==> config.mk <==
export PLATFORM = sky130hd
export DESIGN_NAME = sqrt_arbiter_flat
export DESIGN_NICKNAME = d
export VERILOG_FILES = /design/src/rtl/sqrt_arbiter_if.sv /design/src/rtl/sqrt_arbiter.sv /design/src/flat_wrapper.sv
export SDC_FILE = /design/constraint.sdc
export NUM_CORES = 1
export LEC_CHECK = 0
export ABC_AREA = 1
export BUFFER_PORTS_ARGS = -buffer_cell sky130_fd_sc_hd__buf_2
export CAP_MARGIN = 15
export CORE_UTILIZATION = 43
export DETAILED_ROUTE_END_ITERATION = 7
export GPL_TIMING_DRIVEN = 0
export PLACE_DENSITY = 0.77
export SETUP_SLACK_MARGIN = 0.05
export SLEW_MARGIN = 20
export SYNTH_ARGS = -nofsm -noshare
export SYNTH_HDL_FRONTEND = slang
export SYNTH_SLANG_ARGS = --single-unit
==> constraint.sdc <==
create_clock -name clk -period 1.6 [get_ports clk]
set_clock_uncertainty 0.05 [all_clocks]
set_input_delay 0.32 -clock clk [delete_from_list [all_inputs] [get_ports clk]]
set_output_delay 0.32 -clock clk [all_outputs]
set_load 0.01 [all_outputs]
==> src/rtl/sqrt_arbiter_if.sv <==
// rtl/sqrt_arbiter_if.sv - requester and engine signal bundle for the shared sqrt arbiter
interface sqrt_arbiter_if #(
  parameter int NREQ  = 4,
  parameter int WIDTH = 16
);
  logic [NREQ-1:0]       req;
  logic [NREQ*WIDTH-1:0] req_num;
  logic [NREQ-1:0]       gnt;
  logic [NREQ-1:0]       rsp_valid;
  logic [WIDTH-1:0]      rsp_res;
  logic                  rsp_err;
  logic                  busy;
  logic [WIDTH-1:0]      eng_num;
  logic                  eng_ready;
  logic                  eng_rst;
  logic                  eng_done;
  logic [WIDTH-1:0]      eng_res;

  modport slave (
    input  req, req_num, eng_done, eng_res,
    output gnt, rsp_valid, rsp_res, rsp_err, busy, eng_num, eng_ready, eng_rst
  );

  modport master (
    output req, req_num, eng_done, eng_res,
    input  gnt, rsp_valid, rsp_res, rsp_err, busy, eng_num, eng_ready, eng_rst
  );
endinterface

==> src/rtl/sqrt_arbiter.sv <==
// rtl/sqrt_arbiter.sv - round-robin arbiter sharing one square-root engine among NREQ requesters
module sqrt_arbiter #(
  parameter int NREQ    = 4,
  parameter int WIDTH   = 16,
  parameter int TIMEOUT = 128
) (
  input  logic           clk,
  input  logic           reset,
  sqrt_arbiter_if.slave  bus
);
  localparam int IW = (NREQ > 1) ? $clog2(NREQ) : 1;
  localparam int CW = $clog2(TIMEOUT + 1);

  typedef enum logic [1:0] {IDLE, ISSUE, WAIT, RESP} state_t;

  state_t           state_q, state_d;
  logic [IW-1:0]    idx_q, idx_d;
  logic [IW-1:0]    last_q, last_d;
  logic [WIDTH-1:0] num_q, num_d;
  logic [WIDTH-1:0] res_q, res_d;
  logic             err_q, err_d;
  logic [CW-1:0]    cnt_q, cnt_d;
  logic             eng_rst_q, eng_rst_d;

  logic             found;
  logic [IW-1:0]    win;
  logic [IW-1:0]    cand;
  logic [NREQ-1:0]  sel;

  // Walk requesters starting just after the last one served; first hit wins.
  always_comb begin
    found = 1'b0;
    win   = last_q;
    cand  = '0;
    for (int k = 1; k <= NREQ; k++) begin
      cand = IW'((int'(last_q) + k) % NREQ);
      if (!found && bus.req[cand]) begin
        found = 1'b1;
        win   = cand;
      end
    end
  end

  always_comb begin
    state_d   = state_q;
    idx_d     = idx_q;
    last_d    = last_q;
    num_d     = num_q;
    res_d     = res_q;
    err_d     = err_q;
    cnt_d     = cnt_q;
    eng_rst_d = 1'b0;
    case (state_q)
      IDLE: begin
        if (found) begin
          idx_d   = win;
          num_d   = bus.req_num[int'(win)*WIDTH +: WIDTH];
          state_d = ISSUE;
        end
      end
      ISSUE: begin
        cnt_d   = '0;
        state_d = WAIT;
      end
      WAIT: begin
        if (bus.eng_done) begin
          res_d   = bus.eng_res;
          err_d   = 1'b0;
          state_d = RESP;
        end else if (cnt_q == CW'(TIMEOUT - 1)) begin
          res_d     = '0;
          err_d     = 1'b1;
          eng_rst_d = 1'b1;
          state_d   = RESP;
        end else begin
          cnt_d = cnt_q + 1'b1;
        end
      end
      RESP: begin
        last_d  = idx_q;
        state_d = IDLE;
      end
      default: state_d = IDLE;
    endcase
  end

  always_ff @(posedge clk) begin
    if (reset) begin
      state_q   <= IDLE;
      idx_q     <= '0;
      last_q    <= IW'(NREQ - 1);
      num_q     <= '0;
      res_q     <= '0;
      err_q     <= 1'b0;
      cnt_q     <= '0;
      eng_rst_q <= 1'b1;
    end else begin
      state_q   <= state_d;
      idx_q     <= idx_d;
      last_q    <= last_d;
      num_q     <= num_d;
      res_q     <= res_d;
      err_q     <= err_d;
      cnt_q     <= cnt_d;
      eng_rst_q <= eng_rst_d;
    end
  end

  // Every output is a decode of registered state, so nothing combinational reaches the ports.
  assign sel           = NREQ'(1) << idx_q;
  assign bus.busy      = (state_q != IDLE);
  assign bus.gnt       = (state_q != IDLE) ? sel : '0;
  assign bus.rsp_valid = (state_q == RESP) ? sel : '0;
  assign bus.rsp_res   = (state_q == RESP) ? res_q : '0;
  assign bus.rsp_err   = (state_q == RESP) & err_q;
  assign bus.eng_ready = (state_q == ISSUE);
  assign bus.eng_num   = num_q;
  assign bus.eng_rst   = eng_rst_q;
endmodule
==> src/flat_wrapper.sv <==
// flat-port wrapper written by rule: the top's interface ports become plain ports
module sqrt_arbiter_flat 
#(
  parameter int NREQ    = 4,
  parameter int WIDTH   = 16,
  parameter int TIMEOUT = 128
)
  (clk, reset, bus_req, bus_req_num, bus_eng_done, bus_eng_res, bus_gnt, bus_rsp_valid, bus_rsp_res, bus_rsp_err, bus_busy, bus_eng_num, bus_eng_ready, bus_eng_rst);
  sqrt_arbiter_if #(.NREQ(NREQ), .WIDTH(WIDTH)) bus_i ();
  input  logic clk;
  input  logic reset;
  input wire logic [$bits(bus_i.req)-1:0] bus_req;
  input wire logic [$bits(bus_i.req_num)-1:0] bus_req_num;
  input wire logic [$bits(bus_i.eng_done)-1:0] bus_eng_done;
  input wire logic [$bits(bus_i.eng_res)-1:0] bus_eng_res;
  output wire logic [$bits(bus_i.gnt)-1:0] bus_gnt;
  output wire logic [$bits(bus_i.rsp_valid)-1:0] bus_rsp_valid;
  output wire logic [$bits(bus_i.rsp_res)-1:0] bus_rsp_res;
  output wire logic [$bits(bus_i.rsp_err)-1:0] bus_rsp_err;
  output wire logic [$bits(bus_i.busy)-1:0] bus_busy;
  output wire logic [$bits(bus_i.eng_num)-1:0] bus_eng_num;
  output wire logic [$bits(bus_i.eng_ready)-1:0] bus_eng_ready;
  output wire logic [$bits(bus_i.eng_rst)-1:0] bus_eng_rst;
  assign bus_i.req = bus_req;
  assign bus_i.req_num = bus_req_num;
  assign bus_i.eng_done = bus_eng_done;
  assign bus_i.eng_res = bus_eng_res;
  assign bus_gnt = bus_i.gnt;
  assign bus_rsp_valid = bus_i.rsp_valid;
  assign bus_rsp_res = bus_i.rsp_res;
  assign bus_rsp_err = bus_i.rsp_err;
  assign bus_busy = bus_i.busy;
  assign bus_eng_num = bus_i.eng_num;
  assign bus_eng_ready = bus_i.eng_ready;
  assign bus_eng_rst = bus_i.eng_rst;
  sqrt_arbiter #(.NREQ(NREQ), .WIDTH(WIDTH), .TIMEOUT(TIMEOUT)) u_core (.clk(clk), .reset(reset), .bus(bus_i));
endmodule
==> results.yml, run 1 <==
status:
  status: "complete, but fails checks"
  violations: "setup timing"
timing:
  fmax_mhz: 535
  setup_slack_ps: -269
  setup_viol: 65
  hold_violations: 0
  worstMarginPinSlew_ps: 763
  fin_crit_sh_pct: 117
  rsz0062_at_grt: "true"
  post-route-min-period_ps: 1870
  tns_ps: -6500
  slew-limit-headroom_pct: 49.1
  slew_violations: 0
synthesis:
  synth_xor_area_share_pct: 0.289
  synth_most_common_cell: "nand2_1"
  synthTopCellsByCount: "nand2_1, inv_1, dfxtp_1"
  synth.avg_cell_area_um2: 5.99
  yosys_most_used_dff: "dfxtp_1"
  async_flop_share_pct: 0
  synth_edf_count: 0
  synthAdderAreaFrac_pct: 2.06
  ys_types: 30
  synth_seq_cells: 48
  yosys_warnings: 0
  synth.net_count: 598
  synth_top_area_share_pct: 31.7
  synth-compound-area-share_pct: 8.46
  netlist_instances: 506
  synth.cell_area_um2: 3030
  synthMuxAreaShare_pct: 0
  ys_seq_area_share_pct: 31.7
  synth_top_family_by_area: "simple AND/OR/NAND/NOR gates"
  synth-simple-area-share_pct: 45.6
  synthTopCellsByArea: "dfxtp_1, nand2_1, inv_1"
  synth_top_cell_by_area: "dfxtp_1"
global_route:
  grt_pass1_vias: 3588
  grt.overflow.total: 0
  track_usage_pct: 25.9
  antenna_found_initial: 0
  grt_max_degree: 14
  grt_pass1_wl_um: 15400
clock_network:
  cts_sinks: 48
  cts_buffer_depth: 2
  cts_buffers: 5
  htreeDepth: 2
  clk_pin_slew_ps: 90
  cts_tree: "built"
  ctsHoldBuffers: 0
  clk_latency_ps: 300
  clockRootBuffer: "clkbuf_8"
critical_path:
  r2r_cells: 14
  cp-start-kind: "flip-flop"
  required_ps: 1780
  worstSetupEndpointType: "flip-flop"
  worstReg2RegStart: "u_core.last_q[0]$_SDFFE_PP1P_"
  r2r_setup_slack_ps: -270
  critPathKind: "flip-flop to flip-flop"
  r2r-end: "u_core.bus.eng_num[15]$_SDFFE_PP0P_"
  arrival_ps: 2050
  path_max_fanout: 8
cells_and_area:
  fin_nets: 782
  syn_to_final_growth_pct: 74.0
  diodes: 0
  final_util_pct: 77.7
  drive_gt1_share_pct: 52.4
routing:
  drt_iter0_markers: 199
  routedWlPerCell_um: 14.2
  wirelength_um: 11100
  via_per_inst: 4.99
  final_antenna_net_count: 0
  drcViolationCount: 0
  vias: 3924
  dr.pass1.iters: 4
place:
  place_hpwl_um: 6380
  place_ws_ps: -351
  place_congestion: 0.834
  port_buffers: 129
min_path:
  hold_start: "bus_eng_res[15]"
  whs_path_depth: 3
  hold_end: "u_core.res_q[15]$_SDFFE_PP0P_"
  hold_class: "input pin to flip-flop"
power:
  total_leakage_power_nw: 2.89
  cellPowerDensity_nw_per_um2: 1610
  ir_drop_mv: 0.783
floorplan:
  fp.dieW_um: 86.0
  die-area_um2: 7390
  core_area_um2: 6790
  pin_count: 131
  start_util_pct: 44.6
  rows: 30
  die_h_um: 86.0
run:
  max_cap_viol_count: 0
## flip-flops by register name (all words and copies together), names as in the netlist
signal / flops
u_core.cnt_q: 8
u_core.bus.eng_rst: 1
u_core.bus.eng_num: 16
u_core.res_q: 16
u_core.last_q: 2
u_core.state_q: 2
u_core.err_q: 1
u_core.idx_q: 2
## logic make-up (layout without fill, tap and decap cells)
group           Yosys count  in the layout
flops                    48             48
compound gates           47             47
buf+inv                  79            264
simple gates            326            326
xor+xnor                  1              1
fa+ha+maj                 5              5
## metrics by stage
stage / instances / instance area [um2] / power (W) / hold slack, ps
after floorplan: 506 / 3070 / 0.00445 / 383
after CTS: 771 / 4490 / 0.00721 / 209
final: 787 / 5280 / 0.00847 / 210
after detailed placement: 731 / 3830 / 0.00544 / 401
after global routing: 787 / 5280 / 0.00902 / 212
after global placement: 731 / 3830 / 0.00535 / 398
## power by group
group	switching [W]	total, W	internal [W]
clock network	0.000415	0.000769	0.000354
logic	0.00333	0.00591	0.00259
registers	0.000305	0.00179	0.00149
## worst max path at each step
stage                     slack (ps)                     startpoint                                  end
after global placement          -300  u_core.last_q[0]$_SDFFE_PP1P_   u_core.bus.eng_num[9]$_SDFFE_PP0P_
after global routing            -360  u_core.last_q[0]$_SDFFE_PP1P_   u_core.bus.eng_num[4]$_SDFFE_PP0P_
after detailed placement        -350  u_core.last_q[0]$_SDFFE_PP1P_   u_core.bus.eng_num[9]$_SDFFE_PP0P_
after floorplan                  -40  u_core.last_q[1]$_SDFFE_PP1P_  u_core.bus.eng_num[10]$_SDFFE_PP0P_
after CTS                       -200  u_core.last_q[0]$_SDFFE_PP1P_   u_core.bus.eng_num[2]$_SDFFE_PP0P_
final                           -270  u_core.last_q[0]$_SDFFE_PP1P_  u_core.bus.eng_num[15]$_SDFFE_PP0P_
## critical path: stages (launching register included)
cell     delay [ps]
dfxtp_4         380
buf_8           150
nand2_4          90
nand2_4          60
nand2_4          70
nand2_4          70
buf_4           140
nand3_4          80
nand3_4          80
nand2_4         130
inv_6            60
buf_6           130
nand2_2          60
nand3_2          90
a21oi_2         150
## layout make-up
type,count,area [um2]
well taps,96,120
repair buffers,178,1220
multi-input cells,379,2380
plain buffers,20,215
inverters,58,262
fillers,459,1520
flip-flops and latches,48,987
clock buffers,8,90.1
## per-layer routing
layer | part of all wire, % | vias up | routed length [um] | GRT usage (%)
li1 | - | 1922 | - | -
met1 | 40 | 1818 | 4410 | 30.5
met2 | 51 | 149 | 5630 | 47.8
met3 | 6.3 | 35 | 698 | 4.52
met4 | 3.6 | 0 | 398 | 7.27
met5 | 0 | - | 0 | 0
## cell usage in the layout, fill, tap and decap left out, drive strengths merged
master,Yosys,routed
a211oi,1,1
a21oi,31,31
buf,12,188
clkbuf,9,18
clkinvlp,0,1
dfxtp,48,48
ha,5,5
inv,57,57
nand2,237,237
nand3,36,36
nand3b,1,1
nand4,2,2
nor2,43,43
nor3,6,6
nor3b,1,1
o2111ai,1,1
o211ai,2,2
o21ai,11,11
o21bai,1,1
xor2,1,1
## what timing repair did
action,CTS,global route
resized for setup,95,169
pin swaps,17,43
endpoints found under the setup margin,64,64
setup buffers,30,15
gates cloned,2,3
Note: power is estimated with default switching activity, not from simulation.
==> inputs of run 2 (changes only) <==
Settings changed: PLACE_DENSITY 0.77 to 0.79.
==> results.yml, run 2 (synthesized netlist as in run 1, its figures left out) <==
status:
  status: "complete, but fails checks"
  violations: "setup timing"
routing:
  drt_iter0_markers: 137
  via_per_inst: 5.01
  drcViolationCount: 0
  wirelength_um: 11000
  routedWlPerCell_um: 14.0
  final_antenna_net_count: 0
  vias: 3934
  dr.pass1.iters: 4
clock_network:
  clk_pin_slew_ps: 100
  cts_sinks: 48
  clk_latency_ps: 310
  cts_buffer_depth: 2
  cts_buffers: 5
  cts_tree: "built"
  ctsHoldBuffers: 0
  htreeDepth: 2
  clockRootBuffer: "clkbuf_8"
place:
  place_congestion: 0.847
  place_hpwl_um: 6410
  dp_cells: 731
  port_buffers: 129
critical_path:
  required_ps: 1760
  worstSetupEndpointType: "flip-flop"
  critPathKind: "flip-flop to flip-flop"
  arrival_ps: 2030
  path_max_fanout: 8
  cp-start-kind: "flip-flop"
timing:
  slew-limit-headroom_pct: 60.0
  post-route-min-period_ps: 1880
  setup_slack_ps: -279
  rsz0062_at_grt: "true"
  setup_viol: 46
  worstMarginPinSlew_ps: 601
  hold_violations: 0
  fin_hold_ws_ps: 213
  fin_crit_sh_pct: 117
  slew_violations: 0
  tns_ps: -7870
  fmax_mhz: 532
cells_and_area:
  final_cell_count_no_fill: 785
  diodes: 0
  layout_commonest_cell: "nand2_1"
  syn_to_final_growth_pct: 66.4
  layout_common_cells: "nand2_1, buf_2, dfxtp_1"
  fin_nets: 781
  drive_gt1_share_pct: 47.6
  final_util_pct: 74.3
global_route:
  grt.overflow.total: 0
  antenna_found_initial: 0
  track_usage_pct: 26.1
  grt_pass1_wl_um: 15500
  grt_pass1_vias: 3539
  grt_max_degree: 18
power:
  total_leakage_power_nw: 2.80
  p_total_w: 0.00832
  power.switching_w: 0.00379
  combPwrFrac_pct: 66.3
  power.share.clock_pct: 12.5
  switching_share_pct: 45.6
  cellPowerDensity_nw_per_um2: 1650
  power.share.sequential_pct: 21.3
  p_int_w: 0.00453
  ir_drop_mv: 0.743
run:
  max_cap_viol_count: 0
min_path:
  hold_class: "input pin to flip-flop"
floorplan:
  start_util_pct: 44.6
  rows: 30
  fp.dieW_um: 86.0
  pin_count: 131
  die_h_um: 86.0
  core_area_um2: 6790
  die-area_um2: 7390
==> run 2: cell count changes in the layout (fill, tap and decap cells not counted), moves of 8 or more <==
cell and change:
a21oi_1 +10, a21oi_2 -10, nand2_1 +17, buf_6 -8, nand2_4 -19
==> run 2: path summary, 6_finish.rpt <==
check	start	to	slack [ps]	cells past startpoint
min reg2reg	u_core.res_q[11]$_SDFFE_PP0P_	u_core.res_q[11]$_SDFFE_PP0P_	420	2
max	u_core.last_q[0]$_SDFFE_PP1P_	u_core.bus.eng_num[7]$_SDFFE_PP0P_	-280	17
min	bus_eng_res[13]	u_core.res_q[13]$_SDFFE_PP0P_	210	3
max reg2reg	u_core.last_q[0]$_SDFFE_PP1P_	u_core.bus.eng_num[7]$_SDFFE_PP0P_	-280	17
==> run 2: per-stage QoR <==
step / instance area (um2) / setup WS [ps]
global route: 5050 / -372
floorplan: 3070 / -41.1
global placement: 3830 / -302
detailed placement: 3830 / -332
finish: 5050 / -279
CTS: 4560 / -201
==> run 2: cell type report <==
type	count	area [um2]
plain buffers	20	224
multi-input cells	379	2150
inverters	58	251
fillers	534	1750
repair buffers	177	1190
clock buffers	5	68.8
clock inverters	2	60.1
well taps	96	120
flip-flops and latches	48	987
==> run 2: what timing repair did <==
action | 4_1_cts | 5_1_grt
setup endpoints to repair | 64 | 65
resized for setup | 94 | 98
cloned | 4 | 2
setup buffers | 30 | 13
pin swaps | 24 | 21
==> run 2: per-layer routing <==
layer	global-route usage (%)	part of all wire (%)
met5	0	0
met4	10.5	3.2
met3	4.52	5.9
met2	46.7	51
met1	30.8	40
==> run 2: power by group through the flow <==
stage	Combinational [W]	Sequential [W]	Clock, W
finish	0.00551	0.00177	0.00104
global route	0.00599	0.00180	0.00109
CTS	0.00456	0.00171	0.00104
detailed placement	0.00376	0.00167	0
global placement	0.00367	0.00166	0
floorplan	0.00275	0.00170	0
==> run 2: critical path, cell delays in order (launching register included) <==
cell       delay (ps)
dfxtp_4           390
buf_8             150
nand2_4            60
nand2_2            80
nand2_2            80
nand2_4           110
nand2_4            60
nand2_2            90
nand2_4            80
nand2_8            90
inv_8              60
clkbuf_16         150
nand2_1            50
nand2_1            50
nand2_1            50
nand3_1            70
nand2_1            60
inv_1              30
==> inputs of run 3 (changes only) <==
Settings changed: CORE_MARGIN from default to 1.5.
==> results.yml, run 3 (synthesized netlist as in run 1, its figures left out) <==
place:
  place_area_um2: 3830
  place_hpwl_um: 6400
  port_buffers: 129
  place_congestion: 0.828
  dp_cells: 731
critical_path:
  path_depth: 17
  r2r_cells: 17
  path_max_fanout: 7
  worstSetupEndpointType: "flip-flop"
  slowest_delay_ps: 410
  path_common_cell: "nand2_4"
  arrival_ps: 2130
  cp_cell_sequence: "buf_8, nand2_4, nand2_4, nand2_4, nand2_4, nand2_4, nand2_4, nand2_4, nand2_8, inv_8, buf_4, nand2_1, nand2_1, nand2_1, nand3_1, nand2_1, inv_1"
  critPathKind: "flip-flop to flip-flop"
  r2r_setup_slack_ps: -360
  crit_family: "simple AND/OR/NAND/NOR gates"
  required_ps: 1770
  cp_slowest_cell: "dfxtp_4"
  crit_buf_inv: 4
  cp-start-kind: "flip-flop"
cells_and_area:
  layout_common_cells: "nand2_1, buf_2, nand2_4"
  fillers: 466
  diodes: 0
  final_cell_area_um2: 5290
  seqCellArea_um2: 987
  final_cell_count_no_fill: 785
  multi_input_area_um2: 2360
  fin_nets: 780
  syn_to_final_growth_pct: 74.4
  drive_gt1_share_pct: 54.7
  layout_commonest_cell: "nand2_1"
floorplan:
  start_util_pct: 44.6
  rows: 30
  pin_count: 131
  die_h_um: 87.0
  fp.dieW_um: 87.0
  core_area_um2: 6790
  die-area_um2: 7570
global_route:
  antenna_found_initial: 0
  grt_pass1_vias: 3620
  grt.overflow.total: 0
  grt_max_degree: 16
  grt_pass1_wl_um: 16000
  track_usage_pct: 26.5
clock_network:
  clockRootBuffer: "clkbuf_8"
  cts_sinks: 48
  cts_buffer_depth: 2
  clk_pin_slew_ps: 110
  cts_tree: "built"
  htreeDepth: 2
  cts_buffers: 5
  ctsHoldBuffers: 0
  clk_latency_ps: 330
timing:
  setup_viol: 67
  rsz0062_at_grt: "true"
  fmax_mhz: 510
  slew-limit-headroom_pct: 48.8
  slew_violations: 0
  post-route-min-period_ps: 1960
  hold_violations: 0
  setup_slack_ps: -360
  worstMarginPinSlew_ps: 767
  fin_crit_sh_pct: 122
power:
  power.share.sequential_pct: 20.8
  p_int_w: 0.00442
  total_leakage_power_nw: 2.89
  power.switching_w: 0.00417
  power.share.clock_pct: 9.6
  p_total_w: 0.00859
  combPwrFrac_pct: 69.7
  cellPowerDensity_nw_per_um2: 1620
  switching_share_pct: 48.5
  ir_drop_mv: 0.956
routing:
  routedWlPerCell_um: 15.6
  vias: 4045
  via_per_inst: 5.15
  drt_iter0_markers: 226
  drcViolationCount: 0
  dr.pass1.iters: 5
  wirelength_um: 12200
  final_antenna_net_count: 0
status:
  status: "complete, but fails checks"
  violations: "setup timing"
min_path:
  whs_path_depth: 3
  hold_class: "input pin to flip-flop"
run:
  max_cap_viol_count: 0
## run 3: cell types whose count changed in the layout (fill, tap and decap cells not counted), moves of 9 or more
cell,delta
a21oi_2,+9
nand2_4,+17
nand2_2,+11
a21oi_1,-9
buf_6,+10
nand2_1,-27
buf_4,-9
## run 3: what timing repair did
item,4_1_cts,5_1_grt
cloned,5,2
endpoints found under the hold margin,0,0
resized for setup,123,155
setup buffers,22,19
setup endpoints to repair,64,66
pin swaps,23,35
## run 3: metrics by stage
step                TNS [ps]  worst slack, ps  utilization, %  hold WS [ps]
finish                -11610             -360            77.8           189
detailed placement     -8430             -348            56.4           400
global placement       -6720             -287            56.4           399
global route          -15340             -394            77.8           208
floorplan               -573            -41.1               -           383
CTS                    -5280             -213            66.7           193
## run 3: layout make-up
class / instances / share of cell area, %
buffer: 20 / 4.40
clock buffer: 6 / 1.56
clock inverter: 2 / 0.284
inverter: 58 / 4.94
multi-input combinational: 379 / 44.6
sequential: 48 / 18.7
tap: 96 / 2.27
timing repair buffer: 175 / 23.2
timing repair inverter: 1 / 0.0946
## run 3: path summary, 6_finish.rpt
path	start	end
worst max-delay path	u_core.last_q[0]$_SDFFE_PP1P_	u_core.bus.eng_num[0]$_SDFFE_PP0P_
worst min-delay path	bus_eng_res[13]	u_core.res_q[13]$_SDFFE_PP0P_
worst max register to register	u_core.last_q[0]$_SDFFE_PP1P_	u_core.bus.eng_num[0]$_SDFFE_PP0P_
worst min register to register	u_core.res_q[1]$_SDFFE_PP0P_	u_core.res_q[1]$_SDFFE_PP0P_
## run 3: metal layers
layer / share of wire, % / global-route usage, %
met5: 0 / 0
met4: 3.6 / 8.65
met3: 6.6 / 4.27
met2: 51 / 47.1
met1: 39 / 32.4
## run 3: power by group through the flow
stage / clock network, W / logic (W) / registers, W
floorplan: 0 / 0.00275 / 0.00170
global placement: 0 / 0.00368 / 0.00166
detailed placement: 0 / 0.00378 / 0.00166
CTS: 0.000793 / 0.00475 / 0.00172
global route: 0.000846 / 0.00644 / 0.00180
finish: 0.000820 / 0.00598 / 0.00179
## run 3: worst reg2reg max path: stages, from the launching register on
cell and delay, ps:
dfxtp_4 410, buf_8 160, nand2_4 60, nand2_4 90, nand2_4 60, nand2_4 100, nand2_4 80, nand2_4 60
nand2_4 70, nand2_8 100, inv_8 60, buf_4 130, nand2_1 60, nand2_1 60, nand2_1 70, nand3_1 90
nand2_1 90, inv_1 70
